[config.mk]
export PLATFORM = sky130hd
export DESIGN_NAME = wb_serial_fifo_flat
export DESIGN_NICKNAME = d
export VERILOG_FILES = /design/src/rtl/wb_serial_fifo_if.sv /design/src/rtl/wb_serial_fifo.sv /design/src/flat_wrapper.sv
export SDC_FILE = /design/constraint.sdc
export NUM_CORES = 1
export LEC_CHECK = 0
export ABC_AREA = 1
export BUFFER_PORTS_ARGS = -buffer_cell sky130_fd_sc_hd__buf_2
export CAP_MARGIN = 20
export CELL_PAD_IN_SITES_DETAIL_PLACEMENT = 1
export CELL_PAD_IN_SITES_GLOBAL_PLACEMENT = 1
export CORE_AREA = 3 3 395 397
export CTS_CLUSTER_SIZE = 8
export DETAILED_ROUTE_END_ITERATION = 8
export DIE_AREA = 0 0 398 400
export PLACE_DENSITY = 0.51
export REMOVE_ABC_BUFFERS = 1
export SETUP_SLACK_MARGIN = 0.3
export SLEW_MARGIN = 20
export SYNTH_ARGS = -nofsm -noshare
export SYNTH_HDL_FRONTEND = slang
export SYNTH_SLANG_ARGS = --single-unit
[constraint.sdc]
create_clock -name wb_clk_i -period 3.2 [get_ports wb_clk_i]
set_input_delay 0.16 -clock wb_clk_i [delete_from_list [all_inputs] [get_ports wb_clk_i]]
set_output_delay 0.16 -clock wb_clk_i [all_outputs]
set_load 0.02 [all_outputs]
[src/rtl/wb_serial_fifo_if.sv]
`default_nettype none
// ============================================================================
// Module      : wb_serial_fifo_if
// Description : Wishbone classic slave bus bundle for wb_serial_fifo.
//               The master modport belongs to the CPU side, and the slave
//               modport belongs to the FIFO bridge.
//               Signals:
//                 wb_adr_i  word address (only [3:0] is decoded by the slave)
//                 wb_dat_i  write data
//                 wb_dat_o  registered read data
//                 wb_we_i   write enable
//                 wb_sel_i  byte lane selects (lane 0 qualifies every write)
//                 wb_ack_o  single-cycle transfer acknowledge
//                 wb_cyc_i  bus cycle
//                 wb_stb_i  strobe
// Revision    : 1.0  initial release
// ============================================================================
interface wb_serial_fifo_if #(
   parameter int AW = 32,
   parameter int DW = 32
);
   logic [AW-1:0]   wb_adr_i;
   logic [DW-1:0]   wb_dat_i;
   logic [DW-1:0]   wb_dat_o;
   logic            wb_we_i;
   logic [DW/8-1:0] wb_sel_i;
   logic            wb_ack_o;
   logic            wb_cyc_i;
   logic            wb_stb_i;

   modport master (
      output wb_adr_i, wb_dat_i, wb_we_i, wb_sel_i, wb_cyc_i, wb_stb_i,
      input  wb_dat_o, wb_ack_o
   );

   modport slave (
      input  wb_adr_i, wb_dat_i, wb_we_i, wb_sel_i, wb_cyc_i, wb_stb_i,
      output wb_dat_o, wb_ack_o
   );
endinterface
`default_nettype wire

[src/rtl/wb_serial_fifo.sv]
`default_nettype none
// ============================================================================
// Module      : wb_serial_fifo
// Description : Wishbone slave that buffers a byte-stream serial link in both
//               directions. It has a TX FIFO from the CPU to the USB serial
//               core and an RX FIFO from the core to the CPU. It also provides
//               level reporting, an RX threshold interrupt, a sticky TX
//               overflow flag and a flush for each direction.
//
//   Ports:
//     wb_clk_i    sole clock
//     wb_reset_i  asynchronous active-low reset
//     wb          Wishbone slave bundle (wb_serial_fifo_if.slave)
//     tx_data     TX FIFO head byte (show-ahead), toward the host
//     tx_valid    TX FIFO non-empty
//     tx_ready    core accepts tx_data this cycle
//     rx_data     byte from the host
//     rx_valid    rx_data valid
//     rx_ready    RX FIFO not full
//     dtr, rts    host modem lines, reported in ISR
//     irq         level interrupt, |(IER & ISR)
//
//   Register map (word address [3:0]):
//     0 RXDATA  R : [8] byte returned, [7:0] byte, then pops
//     1 TXDATA  W : push [7:0]; dropped and TXOVF set when full
//     2 IER     RW: [7:0]
//     3 ISR     R : {0,0,rts,dtr,TXOVF,rx>=thr,tx empty,rx non-empty}
//               W : bit3 set clears TXOVF
//     4 LEVEL   R : [31:16] TX count, [15:0] RX count
//     5 CTRL    W : bit0 flush RX, bit1 flush TX, [15:8] RX threshold
//               R : threshold in [15:8]
// Revision    : 1.0  initial release
// ============================================================================
module wb_serial_fifo #(
   parameter int AW       = 32,
   parameter int DW       = 32,
   parameter int TX_DEPTH = 64,
   parameter int RX_DEPTH = 64
) (
   input  wire                   wb_clk_i,
   input  wire                   wb_reset_i,
   wb_serial_fifo_if.slave       wb,
   output logic [7:0]            tx_data,
   output logic                  tx_valid,
   input  wire                   tx_ready,
   input  wire  [7:0]            rx_data,
   input  wire                   rx_valid,
   output logic                  rx_ready,
   input  wire                   dtr,
   input  wire                   rts,
   output logic                  irq
);

   // ------------------------------------------------------------------------
   // Constants
   // ------------------------------------------------------------------------
   localparam int TX_PW = $clog2(TX_DEPTH);
   localparam int TX_CW = TX_PW + 1;
   localparam int RX_PW = $clog2(RX_DEPTH);
   localparam int RX_CW = RX_PW + 1;

   localparam logic [3:0] ADR_RXDATA = 4'd0;
   localparam logic [3:0] ADR_TXDATA = 4'd1;
   localparam logic [3:0] ADR_IER    = 4'd2;
   localparam logic [3:0] ADR_ISR    = 4'd3;
   localparam logic [3:0] ADR_LEVEL  = 4'd4;
   localparam logic [3:0] ADR_CTRL   = 4'd5;

   localparam logic [TX_CW-1:0] TX_FULL_CNT = TX_CW'(TX_DEPTH);
   localparam logic [RX_CW-1:0] RX_FULL_CNT = RX_CW'(RX_DEPTH);

   // The threshold field is 8 bits wide. A deeper RX FIFO can never exceed
   // the programmable range, so the saturation value is capped at 255.
   localparam logic [7:0]  THR_MAX    = (RX_DEPTH > 255) ? 8'hFF : 8'(RX_DEPTH);
   localparam logic [31:0] RX_DEPTH_U = 32'(RX_DEPTH);

   // ------------------------------------------------------------------------
   // Bus decode
   // ------------------------------------------------------------------------
   logic            stb_valid;
   logic            wr_en;
   logic            rd_en;
   logic [3:0]      reg_adr;
   logic [7:0]      thr_wr;
   logic            ack_q;
   logic [DW-1:0]   dat_q;
   logic [DW-1:0]   rd_mux;

   // The ack term keeps a held strobe from being taken twice. This gives
   // back-to-back accesses an alternating ack pattern.
   assign stb_valid = wb.wb_cyc_i & wb.wb_stb_i & ~ack_q;
   // Byte lane 0 qualifies every register write, not only TXDATA.
   assign wr_en     = stb_valid & wb.wb_we_i & wb.wb_sel_i[0];
   assign rd_en     = stb_valid & ~wb.wb_we_i;
   assign reg_adr   = wb.wb_adr_i[3:0];
   assign thr_wr    = wb.wb_dat_i[15:8];

   assign wb.wb_ack_o = ack_q;
   assign wb.wb_dat_o = dat_q;

   // ------------------------------------------------------------------------
   // Control / status registers
   // ------------------------------------------------------------------------
   logic [7:0] ier;
   logic [7:0] rx_thr;
   logic       tx_ovf;
   logic [7:0] isr;

   // ------------------------------------------------------------------------
   // TX FIFO (bus -> core)
   // ------------------------------------------------------------------------
   logic [7:0]       tx_mem [TX_DEPTH];
   logic [TX_PW-1:0] tx_wr_ptr;
   logic [TX_PW-1:0] tx_rd_ptr;
   logic [TX_CW-1:0] tx_count;
   logic             tx_full;
   logic             tx_wr_req;
   logic             tx_push;
   logic             tx_pop;
   logic             tx_flush;
   logic             tx_ovf_set;

   // Full is judged on the count before this cycle. A bus push that arrives
   // while the FIFO is full is dropped, even when the core pops in the same
   // cycle.
   assign tx_full    = (tx_count == TX_FULL_CNT);
   assign tx_wr_req  = wr_en && (reg_adr == ADR_TXDATA);
   assign tx_push    = tx_wr_req & ~tx_full;
   assign tx_ovf_set = tx_wr_req & tx_full;
   assign tx_pop     = tx_valid & tx_ready;
   assign tx_flush   = wr_en && (reg_adr == ADR_CTRL) && wb.wb_dat_i[1];

   assign tx_valid   = (tx_count != '0);
   assign tx_data    = tx_mem[tx_rd_ptr];

   always_ff @(posedge wb_clk_i) begin
      if (tx_push) begin
         tx_mem[tx_wr_ptr] <= wb.wb_dat_i[7:0];
      end
   end

   // Flush has priority over any push or pop in the same cycle. Returning
   // both pointers to zero discards the FIFO contents.
   always_ff @(posedge wb_clk_i or negedge wb_reset_i) begin
      if (!wb_reset_i) begin
         tx_wr_ptr <= '0;
         tx_rd_ptr <= '0;
         tx_count  <= '0;
      end else if (tx_flush) begin
         tx_wr_ptr <= '0;
         tx_rd_ptr <= '0;
         tx_count  <= '0;
      end else begin
         if (tx_push) begin
            tx_wr_ptr <= tx_wr_ptr + TX_PW'(1);
         end
         if (tx_pop) begin
            tx_rd_ptr <= tx_rd_ptr + TX_PW'(1);
         end
         case ({tx_push, tx_pop})
            2'b10:   tx_count <= tx_count + TX_CW'(1);
            2'b01:   tx_count <= tx_count - TX_CW'(1);
            default: tx_count <= tx_count;
         endcase
      end
   end

   // ------------------------------------------------------------------------
   // RX FIFO (core -> bus)
   // ------------------------------------------------------------------------
   logic [7:0]       rx_mem [RX_DEPTH];
   logic [RX_PW-1:0] rx_wr_ptr;
   logic [RX_PW-1:0] rx_rd_ptr;
   logic [RX_CW-1:0] rx_count;
   logic             rx_nonempty;
   logic             rx_push;
   logic             rx_pop;
   logic             rx_flush;
   logic             rx_thr_hit;
   logic [7:0]       rx_head;

   // The RX FIFO cannot overflow. Backpressure is applied at the full count.
   assign rx_ready    = (rx_count != RX_FULL_CNT);
   assign rx_nonempty = (rx_count != '0);
   assign rx_push     = rx_valid & rx_ready;
   assign rx_pop      = rd_en && (reg_adr == ADR_RXDATA) && rx_nonempty;
   assign rx_flush    = wr_en && (reg_adr == ADR_CTRL) && wb.wb_dat_i[0];
   assign rx_head     = rx_mem[rx_rd_ptr];
   assign rx_thr_hit  = (32'(rx_count) >= 32'(rx_thr));

   always_ff @(posedge wb_clk_i) begin
      if (rx_push) begin
         rx_mem[rx_wr_ptr] <= rx_data;
      end
   end

   always_ff @(posedge wb_clk_i or negedge wb_reset_i) begin
      if (!wb_reset_i) begin
         rx_wr_ptr <= '0;
         rx_rd_ptr <= '0;
         rx_count  <= '0;
      end else if (rx_flush) begin
         rx_wr_ptr <= '0;
         rx_rd_ptr <= '0;
         rx_count  <= '0;
      end else begin
         if (rx_push) begin
            rx_wr_ptr <= rx_wr_ptr + RX_PW'(1);
         end
         if (rx_pop) begin
            rx_rd_ptr <= rx_rd_ptr + RX_PW'(1);
         end
         case ({rx_push, rx_pop})
            2'b10:   rx_count <= rx_count + RX_CW'(1);
            2'b01:   rx_count <= rx_count - RX_CW'(1);
            default: rx_count <= rx_count;
         endcase
      end
   end

   // ------------------------------------------------------------------------
   // Status and interrupt
   // ------------------------------------------------------------------------
   assign isr = {2'b00, rts, dtr, tx_ovf, rx_thr_hit, ~tx_valid, rx_nonempty};
   assign irq = |(ier & isr);

   always_ff @(posedge wb_clk_i or negedge wb_reset_i) begin
      if (!wb_reset_i) begin
         ier    <= 8'h00;
         rx_thr <= 8'h01;
         tx_ovf <= 1'b0;
      end else begin
         if (wr_en && (reg_adr == ADR_IER)) begin
            ier <= wb.wb_dat_i[7:0];
         end
         // A flush does not touch the overflow flag. Only an explicit ISR
         // write with bit 3 set clears it.
         if (tx_ovf_set) begin
            tx_ovf <= 1'b1;
         end else if (wr_en && (reg_adr == ADR_ISR) && wb.wb_dat_i[3]) begin
            tx_ovf <= 1'b0;
         end
         // A threshold of 0 would keep the interrupt asserted on an empty
         // FIFO, so it is stored as 1. Values above the depth could never be
         // reached, so they saturate to the depth.
         if (wr_en && (reg_adr == ADR_CTRL)) begin
            if (thr_wr == 8'h00) begin
               rx_thr <= 8'h01;
            end else if (32'(thr_wr) > RX_DEPTH_U) begin
               rx_thr <= THR_MAX;
            end else begin
               rx_thr <= thr_wr;
            end
         end
      end
   end

   // ------------------------------------------------------------------------
   // Read mux and bus response
   // ------------------------------------------------------------------------
   // Read data comes from the state before this cycle. An RX byte that
   // arrives in the same cycle as the read is not visible to that read.
   always_comb begin
      rd_mux = '0;
      case (reg_adr)
         ADR_RXDATA: begin
            if (rx_nonempty) begin
               rd_mux[8]   = 1'b1;
               rd_mux[7:0] = rx_head;
            end
         end
         ADR_IER:   rd_mux[7:0]   = ier;
         ADR_ISR:   rd_mux[7:0]   = isr;
         ADR_LEVEL: begin
            rd_mux[15:0]  = 16'(rx_count);
            rd_mux[31:16] = 16'(tx_count);
         end
         ADR_CTRL:  rd_mux[15:8]  = rx_thr;
         default:   rd_mux        = '0;
      endcase
   end

   always_ff @(posedge wb_clk_i or negedge wb_reset_i) begin
      if (!wb_reset_i) begin
         ack_q <= 1'b0;
         dat_q <= '0;
      end else begin
         ack_q <= stb_valid;
         if (stb_valid) begin
            dat_q <= wb.wb_we_i ? '0 : rd_mux;
         end
      end
   end

   // Address bits above [3:0], upper data bits and upper byte lanes are not
   // decoded.
   logic unused_bits;
   assign unused_bits = ^{wb.wb_adr_i[AW-1:4], wb.wb_dat_i[DW-1:16],
                          wb.wb_sel_i[DW/8-1:1]};

endmodule
`default_nettype wire

[src/flat_wrapper.sv]
// flat-port wrapper written by rule: the top's interface ports become plain ports
module wb_serial_fifo_flat 
#(
   parameter int AW       = 32,
   parameter int DW       = 32,
   parameter int TX_DEPTH = 64,
   parameter int RX_DEPTH = 64
)
  (wb_clk_i, wb_reset_i, tx_data, tx_valid, tx_ready, rx_data, rx_valid, rx_ready, dtr, rts, irq, wb_wb_adr_i, wb_wb_dat_i, wb_wb_we_i, wb_wb_sel_i, wb_wb_cyc_i, wb_wb_stb_i, wb_wb_dat_o, wb_wb_ack_o);
  wb_serial_fifo_if #(.AW(AW), .DW(DW)) wb_i ();
  input  wire wb_clk_i;
  input  wire wb_reset_i;
  output logic [7:0] tx_data;
  output logic tx_valid;
  input  wire tx_ready;
  input  wire  [7:0] rx_data;
  input  wire rx_valid;
  output logic rx_ready;
  input  wire dtr;
  input  wire rts;
  output logic irq;
  input wire logic [$bits(wb_i.wb_adr_i)-1:0] wb_wb_adr_i;
  input wire logic [$bits(wb_i.wb_dat_i)-1:0] wb_wb_dat_i;
  input wire logic [$bits(wb_i.wb_we_i)-1:0] wb_wb_we_i;
  input wire logic [$bits(wb_i.wb_sel_i)-1:0] wb_wb_sel_i;
  input wire logic [$bits(wb_i.wb_cyc_i)-1:0] wb_wb_cyc_i;
  input wire logic [$bits(wb_i.wb_stb_i)-1:0] wb_wb_stb_i;
  output wire logic [$bits(wb_i.wb_dat_o)-1:0] wb_wb_dat_o;
  output wire logic [$bits(wb_i.wb_ack_o)-1:0] wb_wb_ack_o;
  assign wb_i.wb_adr_i = wb_wb_adr_i;
  assign wb_i.wb_dat_i = wb_wb_dat_i;
  assign wb_i.wb_we_i = wb_wb_we_i;
  assign wb_i.wb_sel_i = wb_wb_sel_i;
  assign wb_i.wb_cyc_i = wb_wb_cyc_i;
  assign wb_i.wb_stb_i = wb_wb_stb_i;
  assign wb_wb_dat_o = wb_i.wb_dat_o;
  assign wb_wb_ack_o = wb_i.wb_ack_o;
  wb_serial_fifo #(.AW(AW), .DW(DW), .TX_DEPTH(TX_DEPTH), .RX_DEPTH(RX_DEPTH)) u_core (.wb_clk_i(wb_clk_i), .wb_reset_i(wb_reset_i), .wb(wb_i), .tx_data(tx_data), .tx_valid(tx_valid), .tx_ready(tx_ready), .rx_data(rx_data), .rx_valid(rx_valid), .rx_ready(rx_ready), .dtr(dtr), .rts(rts), .irq(irq));
endmodule
# == Word-level counts from Yosys, hierarchy flattened ==
# Memory sizes are Yosys's and may differ from the RTL's.
# Cells that the tools add are included.
# word_totals
ram_bits,1024
wordCells,95
ff_bits,88
memories,2
in_bits,85
# op_classes
n_mux,26
n_lt_le_gt_ge,2
eq_ne,11
add_sub_neg,8
reduce_logical,21
bitwise_logic,14
# memory_table
name,depth,width,read_ports,rd_clocked_by_memory_dff,wr,line_no,rtl
u_core.rx_mem,64,8,1,0,1,wb_serial_fifo.sv:171,logic [7:0] rx_mem [RX_DEPTH];
u_core.tx_mem,64,8,1,0,1,wb_serial_fifo.sv:112,logic [7:0] tx_mem [TX_DEPTH];
# op_table
op,count
$mux W6,8
$pmux W8 S4,1
$mux W7,4
$pmux W7 S2,2
$add A6 B1 Y6 const B,4
$mux W23,1
$mux W8,2
$add A7 B1 Y7 const B,2
$reduce_bool A7 Y1,2
$sub A7 B1 Y7 const B,2
$reduce_bool A2 Y1,5
$and A1 B1 Y1,9
$logic_and A1 B1 Y1,9
$mux W9,1
$and A8 B6 Y8,1
$eq A4 B2 Y1 const B,2
$eq A4 B3 Y1 const B,2
$ge A7 B8 Y1,1
$gt A8 B7 Y1 const B,1
$logic_not A8 Y1,1
$reduce_or A8 Y1,1
$eq A7 B7 Y1 const B,1
$ne A7 B7 Y1 const B,1
$mux W1,6
other kinds (7),13

# == Longest topological paths before layout ==
# Gate-level depths: netlist of run 1.
# logic_depth
word_depth,9
depth_mapped,20

# == Worst setup path after synthesis of run 1 ==
# Ideal clock, no wire load.
# synth_path
kind,reg2reg
from,reg u_core.tx_count[3]
to,reg u_core.tx_count[6]
path_buffers,1
setup_ns,0.117
arrival_ns,2.582
stages_incl_launch_ff,21
path_slack_ns,0.501
cell_sequence,dfrtp_1 -> inv_1 -> nand4_1 -> inv_1 -> nand3_1 -> nand2_1 -> inv_1 -> ha_1 -> buf_2 -> xor2_1 -> ha_1 -> inv_1 -> nand2_1 -> nand2_1 -> nand2_1 -> nand2_1 -> nand2_1 -> a21boi_1 -> or2_2 -> nand3_1 -> nand2_1
# synth_between
word_cells_on_any_way,12
classes_between,2 x add/sub; 3 x eq/ne; 2 x mux; 3 x bitwise; 2 x reduce/logical
# synth_rtl
element,line_no,rtl
from (decl),wb_serial_fifo.sv:115,logic [TX_CW-1:0] tx_count;
from (signal assigned),wb_serial_fifo.sv:161,2'b10: tx_count <= tx_count + TX_CW'(1);
from (signal assigned),wb_serial_fifo.sv:162,2'b01: tx_count <= tx_count - TX_CW'(1);
from (signal assigned),wb_serial_fifo.sv:163,default: tx_count <= tx_count;
$reduce_bool A7 Y1 (*),wb_serial_fifo.sv:133,assign tx_valid = (tx_count != '0);
via tx_valid,flat_wrapper.sv:14,output logic tx_valid;
$and A1 B1 Y1 (*),wb_serial_fifo.sv:130,assign tx_pop = tx_valid & tx_ready;
$eq A2 B1 Y1 / $eq A2 B2 Y1 (equally long branches),wb_serial_fifo.sv:160,"case ({tx_push, tx_pop})"
$pmux W7 S2,wb_serial_fifo.sv:160,
$mux W7,wb_serial_fifo.sv:149,end else if (tx_flush) begin
# Mark *: on every way through the listed nets, which the timed path passes. The rest lies on a longest branch.
# A chain may end at the register's enable or synchronous reset.

# == Worst setup path in the final report of run 1 ==
# layout_path
from,reg u_core.tx_rd_ptr[0]
to,out tx_data[1]
# layout_between
elab_chain_len,1
# layout_lines
element,line_no,rtl
from (decl),wb_serial_fifo.sv:114,logic [TX_PW-1:0] tx_rd_ptr;
from (signal assigned),wb_serial_fifo.sv:158,tx_rd_ptr <= tx_rd_ptr + TX_PW'(1);
$mem_v2 Z64 W8,n/a,
to (decl),flat_wrapper.sv:13,output logic [7:0] tx_data;
# Every way passes these cells.

==> results.sh, run 1 <==
export IMPL_outcome="finished clean"
export IMPL_grt_max_degree=72
export IMPL_yosysSeqAreaShare=0.7161
export IMPL_drt_vias_per_instance=4.891
export IMPL_required_ns=3.04
export IMPL_slowest_stage="dfrtp_4"
export IMPL_critPathMostFrequentCell="buf_12"
export IMPL_rsz0062_at_grt="true"
export IMPL_relSlewSlack=0.3397
export IMPL_synth_top_area_frac=0.6729
export IMPL_clk_pin_slew_ns=0.05
export IMPL_tightest_slew_ns=0.9904
export IMPL_utilization=0.3708
export IMPL_ir_worst_vdd_uv=484.2
export IMPL_leakagePower_nw=20.85
export IMPL_ant_nets=0
export IMPL_drt_first_iter_violations=1817
export IMPL_first_pass_iters=5
export IMPL_cts_buffers=156
export IMPL_path_max_fanout=7
export IMPL_place_congestion=0.7875
export IMPL_clock_path_buffers=3
export IMPL_setup_violations=0
export IMPL_ys_flop_type="edfxtp_1"
export IMPL_diodes=0
export IMPL_crit_path_start_kind="flop"
export IMPL_maxSlewViolCount=0
export IMPL_maxCapViolCount=0
export IMPL_hp_class="in -> reg"
export IMPL_yosysMostFrequentCell="nand2_1"
export IMPL_port_buffers=72
export IMPL_crit_path_end_kind="output port"
export IMPL_grt_usage=0.1877
export IMPL_ys_ff_latch=1103
export IMPL_fillers=16390
export IMPL_fin_crit_ns=3.036
export IMPL_dpl_cell_area_sq_mm=0.04976
export IMPL_grt_pass1_vias=32570
export IMPL_grt_pass1_wl_um=221700
export IMPL_antenna_found_initial=3
export IMPL_avgRoutedWirePerCell_um=23.28
export IMPL_drive_gt1_frac=0.1537
export IMPL_syn_inst=3986
export IMPL_crit_arrival_ns=2.88
export IMPL_worst_setup_path_type="reg -> out"
export IMPL_syn_avg_cell_area_sq_um=11.47
export IMPL_yosys_warnings=0
export IMPL_dpl_hpwl_um=89010
export IMPL_cts_tree="built"
export IMPL_synth_area_top_cells="edfxtp_1, nand2_1, dfrtp_1"
export IMPL_std_cell_rows=143
export IMPL_floorplan_initialDensity=0.3001
export IMPL_path_depth=11
export IMPL_core_area_sq_mm=0.1523
export IMPL_fp_dieW_um=398
export IMPL_ioPinCount=129
export IMPL_yosys_top_cells_count="nand2_1, edfxtp_1, nor2_1, nand3_1, o21ai_0"
export IMPL_cp_top_family="buffers and inverters"
export IMPL_syn_area_sq_mm=0.04570
export IMPL_vias=31540
export IMPL_ys_types=51
export IMPL_fin_worst_skew_ns=0.04896
export IMPL_hold_path_depth=1
export IMPL_fin_crit_sh=0.9488
export IMPL_cts_sinks=1103
export IMPL_async_flop_share=0.07162
export IMPL_grt_overflow_total=0
export IMPL_die_area_sq_mm=0.1592
export IMPL_synth_edff_count=1024
export IMPL_hold_viol=0
export IMPL_fin_nets=4445
export IMPL_cts_max_level=4
export IMPL_critPathBufInv=5
export IMPL_ff2ff_path_depth=9
export IMPL_die_h_um=400
export IMPL_worstSkewPairLatency_ns=0.78
export IMPL_slowest_delay_ns=0.46
export IMPL_path_cells="buf_12, clkinv_16, buf_12, buf_16, o21ai_4, o22ai_2, o211ai_1, nand4_1, nand3_4, nand2_4, buf_6"
export IMPL_wirelength_um=150100
export IMPL_powerDensity_mw_per_mm2=821.7
export IMPL_design_area_sq_mm=0.05646
export IMPL_cts_root_buf="clkbuf_16"
export IMPL_route_detailed_drc=0
export IMPL_synth_area_leader_cell="edfxtp_1"
export IMPL_max_freq_mhz=329.4
export IMPL_area_growth_pct=23.54
-- path summary, 6_finish.rpt --
| check | startpoint | endpoint | slack [ns] |
|---|---|---|---|
| max | u_core.tx_rd_ptr[0]$_DFFE_PN0P_ | tx_data[1] | 0.16 |
| min | wb_wb_dat_i[3] | u_core.tx_mem[34][3]$_DFFE_PP_ | 0.08 |
| max reg2reg | u_core.wb.wb_ack_o$_DFF_PN0_ | u_core.tx_mem[21][7]$_DFFE_PP_ | 0.45 |
| min reg2reg | u_core.rx_thr[6]$_DFFE_PN0P_ | u_core.rx_thr[6]$_DFFE_PN0P_ | 0.48 |
| max in group asynchronous | wb_reset_i | u_core.wb.wb_dat_o[20]$_DFFE_PN0N_ | 2.27 |
| min in group asynchronous | wb_reset_i | u_core.ier[4]$_DFFE_PN0P_ | 0.37 |
-- placed cells by master, fill, tap and decap left out, drive strengths merged, types with 2 or more instances in the layout --
cell,netlist,final
o221ai,52,52
a21boi,5,5
xnor2,6,6
clkinvlp,0,2
o211ai,16,16
nor3,19,19
a211oi,3,3
o22ai,90,90
bufbuf,0,2
buf,119,366
edfxtp,1024,1024
a32o,8,8
dfrtp,78,78
or2,4,4
o21ai,288,288
inv,145,150
o31ai,8,8
nand4,33,33
dlygate4sd3,0,40
nand2,1158,1158
clkbuf,103,220
clkinv,4,16
ha,17,17
a221oi,3,3
conb,1,9
a21oi,39,39
xor2,8,8
nor2,428,428
mux2,2,2
nand3,315,315
-- flip-flops by register name, indices dropped and copies added, names as in the netlist --
register / count
u_core.rx_thr: 8
u_core.tx_ovf: 1
u_core.rx_mem: 512
u_core.rx_count: 7
u_core.tx_count: 7
u_core.tx_mem: 512
u_core.wb.wb_dat_o: 23
u_core.wb.wb_ack_o: 1
u_core.rx_wr_ptr: 6
u_core.tx_wr_ptr: 6
u_core.ier: 8
u_core.rx_rd_ptr: 6
u_core.tx_rd_ptr: 6
-- worst register-to-register path: cells and delay by family, from the launching register on --
kind,cells,cell delay (ns)
buffers and inverters,2,0.45
flip-flops,1,0.40
AND/OR/NAND/NOR,7,1.59
-- metrics by stage --
step	setup slack, ns	std cells	TNS [ns]	power [W]	hold slack [ns]
final	0.1639	6449	0	0.04639	0.07999
after global routing	0.02659	6449	0	0.04883	0.05889
after CTS	0.1060	6445	0	0.04691	0.02524
after detailed placement	0.2854	6110	0	0.02899	0.2769
after global placement	0.3771	6110	0	0.02889	0.2653
after floorplan	-5.746	3772	-115.22	0.02350	-0.1356
-- final cells by class --
cell class	instances	area, sq um	share of cell area
clock buffers	218	4136	0.07327
clock inverters	16	357.8	0.006338
inverters	149	610.6	0.01082
multi-input cells	2520	11900	0.2107
flip-flops and latches	1103	32740	0.5799
well taps	2030	2540	0.04499
repair buffers	410	4130	0.07316
repair inverters	3	43.79	0.0007757
-- report_power, final --
part	internal [W]	switching, W
registers	0.0162	0.000389
clock network	0.00899	0.00633
logic	0.00493	0.00956
total	0.0301	0.0163
-- repair_timing --
| item | in CTS | in global routing |
|---|---|---|
| endpoints found under the setup margin | 32 | 49 |
| hold buffers | 40 | 1 |
| pin swaps | 66 | 28 |
| resized for setup | 152 | 51 |
| cloned | 20 | 2 |
| endpoints found under the hold margin | 243 | 47 |
| setup buffers | 41 | 1 |
-- logic make-up (layout without fill, tap and decap cells) --
logic type,count (synthesis),count (layout),share of synthesized area
fa+ha+maj,17,17,0.004654
compound gates,518,518,0.06680
other cells,1,9,0.00008206
flops,1103,1103,0.7161
buf+inv,371,796,0.03452
simple gates,1960,1960,0.1746
mux,2,2,0.0004928
xor+xnor,14,14,0.002683
-- routing by layer --
layer	up-vias	wire length (um)	share of wire	track usage
met3	183	4804	0.032	0.02538
met4	0	3189	0.021	0.04810
met2	498	73860	0.49	0.3198
met1	16180	68270	0.45	0.2520
met5	-	0	0	0
li1	14680	-	-	-
Power figures use the tool's default switching activity.
==> run 2, diff against run 1 <==
- BUFFER_PORTS_ARGS: -buffer_cell sky130_fd_sc_hd__buf_2 -> unset
- DONT_BUFFER_PORTS: unset -> 1
==> results.sh, run 2 (same netlist as run 1, synthesis figures left out) <==
export IMPL_path_cells="buf_12, clkinv_16, buf_16, buf_12, buf_8, o21ai_1, o22ai_2, nand2_1, nand4_1, nand3_2, nand2_2, buf_6"
export IMPL_clock_path_buffers=3
export IMPL_area_growth_pct=24.02
export IMPL_maxCapViolCount=0
export IMPL_core_area_sq_mm=0.1523
export IMPL_fin_crit_sh=0.9968
export IMPL_utilization=0.3722
export IMPL_worstSkewPairLatency_ns=0.79
export IMPL_vias=31340
export IMPL_path_max_fanout=9
export IMPL_fin_nets=4415
export IMPL_crit_path_end_kind="output port"
export IMPL_fin_cells=6425
export IMPL_tightest_slew_ns=0.6531
export IMPL_setup_violations=0
export IMPL_leakagePower_nw=20.86
export IMPL_dpl_cell_area_sq_mm=0.04951
export IMPL_fin_crit_ns=3.190
export IMPL_total_power_w=0.04638
export IMPL_seq_area_sq_mm=0.03274
export IMPL_first_pass_iters=5
export IMPL_fillers=16270
export IMPL_crit_path_start_kind="flop"
export IMPL_floorplan_initialDensity=0.3001
export IMPL_cts_buffers=156
export IMPL_hold_viol=0
export IMPL_place_inst=6050
export IMPL_hold_slack_ns=0.1585
export IMPL_required_ns=3.04
export IMPL_final_common_cell="nand2_1"
export IMPL_grt_usage=0.1842
export IMPL_route_detailed_drc=0
export IMPL_relSlewSlack=0.5619
export IMPL_port_buffers=0
export IMPL_hold_start="wb_wb_adr_i[2]"
export IMPL_rsz0062_at_grt="true"
export IMPL_ioPinCount=129
export IMPL_design_area_sq_mm=0.05668
export IMPL_wirelength_um=148800
export IMPL_max_freq_mhz=313.5
export IMPL_fp_dieW_um=398
export IMPL_hp_class="in -> reg"
export IMPL_grt_pass1_wl_um=217100
export IMPL_worstReg2RegStart="u_core.wb.wb_ack_o$_DFF_PN0_"
export IMPL_cts_sinks=1103
export IMPL_slowest_stage="dfrtp_4"
export IMPL_maxSlewViolCount=0
export IMPL_fin_worst_skew_ns=0.05406
export IMPL_cts_root_buf="clkbuf_16"
export IMPL_dpl_hpwl_um=85350
export IMPL_cts_tree="built"
export IMPL_slowest_delay_ns=0.43
export IMPL_die_area_sq_mm=0.1592
export IMPL_place_congestion=0.7960
export IMPL_grt_max_degree=107
export IMPL_grt_overflow_total=0
export IMPL_drt_first_iter_violations=1946
export IMPL_ir_worst_vdd_uv=530.7
export IMPL_antenna_found_initial=3
export IMPL_grt_pass1_vias=32520
export IMPL_std_cell_rows=143
export IMPL_avgRoutedWirePerCell_um=23.16
export IMPL_cts_max_level=4
export IMPL_final_cell_mix="nand2_1, edfxtp_1, nor2_1, nand3_1, o21ai_0"
export IMPL_drt_vias_per_instance=4.878
export IMPL_cp_startpoint="u_core.tx_rd_ptr[0]$_DFFE_PN0P_"
export IMPL_critPathMostFrequentCell="buf_12"
export IMPL_crit_arrival_ns=3.03
export IMPL_multi_input_area_sq_mm=0.01183
export IMPL_clk_pin_slew_ns=0.05
export IMPL_outcome="finished clean"
export IMPL_powerDensity_mw_per_mm2=818.3
export IMPL_die_h_um=400
export IMPL_ant_nets=0
export IMPL_worst_setup_path_type="reg -> out"
export IMPL_drive_gt1_frac=0.1437
[run 2: cell types whose count changed in the layout (fill, tap and decap cells not counted), sizes merged]
cell / change
diode: +3
inv: -3
buf: -48
bufbuf: +4
dlygate4sd3: +11
clkbuf: +8
clkinv: +2
clkinvlp: -1
[run 2: final cells by class]
type	count	share of cell area
diodes	3	0.0001325
clock buffers	222	0.07380
clock inverters	15	0.006490
inverters	149	0.01095
multi-input cells	2520	0.2088
flip-flops and latches	1103	0.5777
well taps	2030	0.04481
repair buffers	381	0.07696
repair inverters	2	0.0003532
[run 2: per-stage QoR]
stage	setup WS (ns)	setup TNS (ns)
2_1_floorplan	-5.746	-115.22
3_3_place_gp	0.2863	0
3_5_place_dp	0.2763	0
4_1_cts	0.01742	0
5_1_grt	-0.04977	-0.2326
6_report	0.01023	0
[run 2: repair_timing]
item,4_1_cts,5_1_grt
buffers inserted,31,11
endpoints found under the hold margin,1161,0
resized for setup,80,91
hold buffers,69,0
gates cloned,17,7
pin swaps,33,47
setup endpoints to repair,10,34
[run 2: final timing paths]
check                                                   to  slack (ns)  cells after the start
setup / recovery                                tx_data[5]        0.01                     12
hold / removal             u_core.tx_wr_ptr[2]$_DFFE_PN0P_        0.16                      6
setup reg to reg              u_core.rx_thr[0]$_DFFE_PN1P_        0.48                      9
hold reg to reg                  u_core.ier[7]$_DFFE_PN0P_        0.51                      1
max in group asynchronous  u_core.tx_rd_ptr[0]$_DFFE_PN0P_        2.16                      4
min in group asynchronous     u_core.rx_thr[0]$_DFFE_PN1P_        0.54                      3
[run 2: power by group]
| group | internal [W] | switching (W) |
|---|---|---|
| combinational | 0.00485 | 0.00935 |
| sequential | 0.0162 | 0.000466 |
| clock | 0.00908 | 0.00643 |
| total | 0.0301 | 0.0162 |
[run 2: routing by layer]
| layer | routed length, um | vias up | track usage |
|---|---|---|---|
| met5 | 13 | - | 0 |
| met4 | 3811 | 2 | 0.05788 |
| met3 | 6201 | 229 | 0.03549 |
| met2 | 70460 | 538 | 0.2984 |
| met1 | 68350 | 15940 | 0.2492 |
| li1 | - | 14630 | - |
[run 2: worst max-delay path: cells and delay by family (launching register included)]
kind | cells | cell delay [ns]
AO/OA/AOI/OAI | 2 | 0.24
buffers and inverters | 6 | 0.89
flip-flops | 1 | 0.43
AND/OR/NAND/NOR | 4 | 0.65
